--- config.mk ---
export PLATFORM = sky130hd
export DESIGN_NAME = filter_sched
export DESIGN_NICKNAME = d
export VERILOG_FILES = /design/src/rtl/filter_sched.sv
export SDC_FILE = /design/constraint.sdc
export NUM_CORES = 1
export LEC_CHECK = 0
export CAP_MARGIN = 20
export CORE_ASPECT_RATIO = 1.1
export CORE_MARGIN = 2
export CORE_UTILIZATION = 55
export DETAILED_ROUTE_END_ITERATION = 8
export HOLD_SLACK_MARGIN = 0.08
export PLACE_DENSITY = 0.87
export SLEW_MARGIN = 15
export SYNTH_ARGS = -nofsm -noshare
export SYNTH_HDL_FRONTEND = slang
export SYNTH_SLANG_ARGS = --single-unit
--- constraint.sdc ---
create_clock -name CLK -period 6.9 [get_ports CLK]
set_input_delay 1.035 -clock CLK [delete_from_list [all_inputs] [get_ports CLK]]
set_output_delay 1.035 -clock CLK [all_outputs]
set_load 0.05 [all_outputs]
--- src/rtl/filter_sched.sv ---
// Shared 3-tap (1,2,1)/4 smoothing filter serving NCH requester channels
// through a rotating-priority grant and a single registered output slot.
module filter_sched #(
  parameter int NCH = 4
) (
  input  logic             CLK,
  input  logic             RST,
  input  logic [NCH-1:0]   req_valid,
  input  logic [8*NCH-1:0] req_data,
  output logic [NCH-1:0]   req_ready,
  input  logic [NCH-1:0]   chan_en,
  input  logic [NCH-1:0]   chan_clr,
  output logic             out_valid,
  output logic [7:0]       out_data,
  output logic [1:0]       out_chan,
  input  logic             out_ready
);

  localparam int IW = 2;

  logic [7:0]    r_d0 [NCH];
  logic [7:0]    r_d1 [NCH];
  logic [IW-1:0] r_last_grant;
  logic          r_out_valid;
  logic [7:0]    r_out_data;
  logic [IW-1:0] r_out_chan;

  logic           w_can_accept;
  logic [NCH-1:0] w_elig;
  logic [IW-1:0]  w_idx;
  logic [IW-1:0]  w_gidx;
  logic           w_found;
  logic [NCH-1:0] w_grant;
  logic           w_xfer;
  logic [7:0]     w_x;
  logic [7:0]     w_sum;
  logic [7:0]     w_y;

  assign w_can_accept = !r_out_valid || out_ready;
  assign w_elig       = req_valid & chan_en & ~chan_clr;

  // First eligible channel searching upward from the one after the last grant.
  always_comb begin
    w_idx   = '0;
    w_gidx  = '0;
    w_found = 1'b0;
    for (int unsigned k = 0; k < NCH; k++) begin
      w_idx = IW'(r_last_grant + IW'(k) + IW'(1));
      if (!w_found && w_elig[w_idx]) begin
        w_found = 1'b1;
        w_gidx  = w_idx;
      end
    end
  end

  always_comb begin
    w_grant = '0;
    if (w_found && w_can_accept && !RST)
      w_grant[w_gidx] = 1'b1;
  end

  assign req_ready = w_grant;
  assign w_xfer    = |w_grant;

  // Sum wraps at 8 bits before the shift, so no wider accumulator.
  assign w_x   = req_data[{w_gidx, 3'b000} +: 8];
  assign w_sum = w_x + {r_d0[w_gidx][6:0], 1'b0} + r_d1[w_gidx];
  assign w_y   = w_sum >> 2;

  always_ff @(posedge CLK or posedge RST) begin
    if (RST) begin
      for (int unsigned i = 0; i < NCH; i++) begin
        r_d0[i] <= '0;
        r_d1[i] <= '0;
      end
      r_last_grant <= '1;
    end else begin
      for (int unsigned i = 0; i < NCH; i++) begin
        if (chan_clr[i]) begin
          r_d0[i] <= '0;
          r_d1[i] <= '0;
        end else if (w_xfer && (w_gidx == IW'(i))) begin
          r_d1[i] <= r_d0[i];
          r_d0[i] <= w_x;
        end
      end
      if (w_xfer)
        r_last_grant <= w_gidx;
    end
  end

  always_ff @(posedge CLK or posedge RST) begin
    if (RST) begin
      r_out_valid <= 1'b0;
      r_out_data  <= '0;
      r_out_chan  <= '0;
    end else if (w_xfer) begin
      r_out_valid <= 1'b1;
      r_out_data  <= w_y;
      r_out_chan  <= w_gidx;
    end else if (out_ready) begin
      r_out_valid <= 1'b0;
    end
  end

  assign out_valid = r_out_valid;
  assign out_data  = r_out_data;
  assign out_chan  = r_out_chan;

endmodule
==> metrics.md <==
| Metric | Value |
|---|---|
| Number of instances resized during post-cts repair | 0 |
| Max transition margin | 42.33% |
| Data arrival time of the critical path | 6.23 ns |
| Leading register cell type out of synthesis | sky130_fd_sc_hd__dfrtp_1 |
| Worst Setup Path Type | in -> reg |
| Dominant cell type by area after synthesis | sky130_fd_sc_hd__dfrtp_1 |
| Setup Viol. Count Final | 0 |
| Die X-Extent | 90.43 um |
| Worst min path class | reg -> reg |
| Launch instance of the worst min-delay path | out_data[3] |
| Power density of the placed cells | 255.6 nW/um2 |
| Wire length of the first global-routing pass | 20830 um |
| Average via count per standard cell | approximately 6.1 |
| Num rows | 34 |
| Area growth from synthesis to layout | 19.80% |
| Area share of the largest cell type after synthesis | 40.42% |
| Run status | complete, no violations |
| DIE HEIGHT | between 90 and 100 um |
| Setup Fix Bufs, Post-CTS | 0 |
| Gr usage total | 29.69% |
| Share of the yosys chip area belonging to registers | about two fifths |
| Number of antenna violations at the first check in global routing | 0 |
| Hold buffer count at CTS | 0 |
| Post-route ant nets | 0 |
| Leakage dissipation | ~0.0025 uW |
| Startpoint of the lowest-slack register-to-register path | r_last_grant[1] |
| Clock sink count | 75 |
| Synth top cells by count | sky130_fd_sc_hd__nand2_1, sky130_fd_sc_hd__dfrtp_1, sky130_fd_sc_hd__nand3b_1 |
| Final standard cell count with taps included and fillers excluded | 706 |
| Half-perimeter wire length after detailed placement | 9030 um |
| Maximum achievable frequency | 166.8 MHz |
| Most frequent cell after synthesis | sky130_fd_sc_hd__nand2_1 |
| Layout cells sized above 1 | between 7 and 8% |
| Count of vias placed by the detailed router | ~4.3k |
| Placeable core region | 7955 um2 |
| Wire length after detailed routing | 12650 um |
| Maximum buffer depth of the clock tree | 2 |
| Worst setup startpoint | chan_clr[2] |
| Pin count of the biggest net entering global routing | 41 |
| Setup slack after layout | 0.9057 ns |
| Post-placement setup slack | 0.5982 ns |
| Count of buffers inserted at the top-level ports | 59 |
| Diode count | 0 |
| Post-synthesis instance area | ~4500 um2 |
| Total Nets Final | 653 |
| Min cycle time layout | 5.994 ns |
| Nature of the critical path startpoint | input pin |
| Overflow left after global routing | 0 |
| Synth unique cells | 57 |
| Area contributors post-synth | sky130_fd_sc_hd__dfrtp_1, sky130_fd_sc_hd__nand2_1, sky130_fd_sc_hd__nand3b_1 |
| Final slew viol count | 0 |
| Actual slew at the worst max-slew pin | 0.8560 ns |
| Share of flip-flops with an asynchronous set or reset after synthesis | 100.0% |
| Warning count from the yosys run | 0 |
| CTS tree | built |
| Critical path required time | 7.14 ns |
| Initial core utilization | a little under three fifths |
| Hold WS | 0.4794 ns |
| Clock-pin slew on the worst setup and hold paths | 0.08 ns |
| Number of flops mapped to enable cells by yosys | 0 |
| # DRC | 0 |
| H-tree Lvls | 3 |
| Weighted congestion reported at the end of routability-driven placement | 0.9988 |
| Top Ports | a little over 60 |
| Setup repair after global routing missed its margin | false |
| Final Hold Vio Count | 0 |
| Detail-routed net length per standard cell | 17.91 um |
| DRC violation total after the first TritonRoute iteration | 426 |
| Max_cap viols | 0 |
| Instance count after placement with tap cells included | 691 |
| Root Buffer Master | sky130_fd_sc_hd__clkbuf_8 |
| 1st-pass router iterations | 6 |
| Worst-case clock skew | 0.01131 ns |
| Later-pin clock latency in the skew report | 0.35 ns |
| Flop and latch count out of synthesis | 75 |
| Worst Path Max Fanout | 34 |
| Total negative slack | 0 ns |
| Share of the clock period used by the worst path after layout | just under 90% |
| Number of buffers inserted during clock tree synthesis | 9 |
| Number of global-route vias before repair | 4180 |
| Kind of end point of the critical path | flop |
| Syn_area_per_cell | 8.369 um2 |
| Post-synthesis cell count | 540 |
| Die footprint | 8959 um2 |
| VDD IR-drop max | 0.1371 mV |
## sequential cells by signal, indices dropped and copies added (netlist names)
signal and cells:
out_chan 2, out_data 6, out_valid 1, r_d0 32, r_d1 32, r_last_grant 2
## cell usage in the layout, fill, tap and decap left out, types with 3 or more instances in the layout
master,instances
sky130_fd_sc_hd__clkdlybuf4s50_1,57
sky130_fd_sc_hd__nor4_1,6
sky130_fd_sc_hd__clkbuf_8,9
sky130_fd_sc_hd__buf_4,19
sky130_fd_sc_hd__nor2b_1,3
sky130_fd_sc_hd__dfrtp_1,73
sky130_fd_sc_hd__and3b_1,3
sky130_fd_sc_hd__nand3_1,19
sky130_fd_sc_hd__o211ai_1,8
sky130_fd_sc_hd__a21oi_1,3
sky130_fd_sc_hd__nor3_1,4
sky130_fd_sc_hd__inv_1,12
sky130_fd_sc_hd__nand2_1,156
sky130_fd_sc_hd__o31a_1,4
sky130_fd_sc_hd__clkinv_1,3
sky130_fd_sc_hd__ha_1,5
sky130_fd_sc_hd__fa_1,7
sky130_fd_sc_hd__nand3b_1,67
sky130_fd_sc_hd__and2_1,4
sky130_fd_sc_hd__nand2b_1,3
sky130_fd_sc_hd__o21a_1,3
sky130_fd_sc_hd__o21ai_0,49
sky130_fd_sc_hd__a31oi_1,10
sky130_fd_sc_hd__a211oi_1,3
sky130_fd_sc_hd__nor2_1,15
sky130_fd_sc_hd__and3_1,8
## worst paths after layout
| check | end | depth (start not counted) | slack (ns) |
|---|---|---|---|
| min reg2reg | out_data[3] | 2 | 0.48 |
| max | out_data[5] | 18 | 0.91 |
| max reg2reg | out_data[5] | 17 | 1.71 |
| min | out_data[3] | 2 | 0.48 |
| max in group asynchronous | r_d1[11] | 3 | 4.74 |
| min in group asynchronous | out_valid | 2 | 1.18 |
## power by group
part	internal [uW]	total (uW)	leakage [uW]	switching, uW
combinational	200	507	0.00138	307
clock	203	375	0.000106	172
sequential	476	502	0.00102	25.6
## worst max-delay path: stages
cell                              delay, ns
sky130_fd_sc_hd__clkdlybuf4s50_1       0.49
sky130_fd_sc_hd__nand3b_1              0.35
sky130_fd_sc_hd__a22o_1                0.43
sky130_fd_sc_hd__nor3_4                0.43
sky130_fd_sc_hd__buf_4                 0.40
sky130_fd_sc_hd__nand2_1               0.10
sky130_fd_sc_hd__nand3_1               0.08
sky130_fd_sc_hd__o21ai_0               0.11
sky130_fd_sc_hd__fa_1                  0.49
sky130_fd_sc_hd__or3_1                 0.40
sky130_fd_sc_hd__fa_1                  0.41
sky130_fd_sc_hd__nor2b_1               0.21
sky130_fd_sc_hd__o31ai_1               0.12
sky130_fd_sc_hd__a311o_1               0.38
sky130_fd_sc_hd__o211ai_1              0.12
sky130_fd_sc_hd__nand4bb_1             0.14
sky130_fd_sc_hd__and2_1                0.18
sky130_fd_sc_hd__a311o_1               0.34
## through the flow
step	power, uW	utilization (%)	instance area [um2]
after global placement	995.9	65.37	5200
after CTS	1382	68.06	5414
after global routing	1458	68.06	5414
after floorplan	847.8	-	4523
final	1384	68.06	5414
after detailed placement	1009	65.37	5200
## area by class of cell
cell class	instances	area [um2]
clock buffer	9	123.9
inverter	17	63.81
tap	108	135.1
timing repair buffer	76	713.2
clock inverter	6	90.09
sequential	75	1879
fill	675	2541
multi-input combinational	415	2409
## cell families (layout without fill, tap and decap cells)
| group | Yosys count | count (layout) | synth area share [%] |
|---|---|---|---|
| AND/OR/NAND/NOR | 300 | 300 | 34.19 |
| AO/OA/AOI/OAI | 99 | 99 | 14.04 |
| flip-flops | 75 | 75 | 41.58 |
| buffers and inverters | 51 | 108 | 5.205 |
| adder cells (fa/ha/maj) | 12 | 12 | 4.485 |
| other | 1 | 2 | 0.08298 |
| XOR/XNOR | 1 | 1 | 0.1938 |
| multiplexers | 1 | 1 | 0.2215 |
## metal layers
metal  vias to the layer above  wire length, um  track usage [%]
met5                         -                0                0
met4                         0              575            14.67
met3                        46              953            5.122
met2                       244             6047            50.09
met1                      2061             5070            37.18
li1                       1971                -                -
Power figures use the tool's default switching activity.
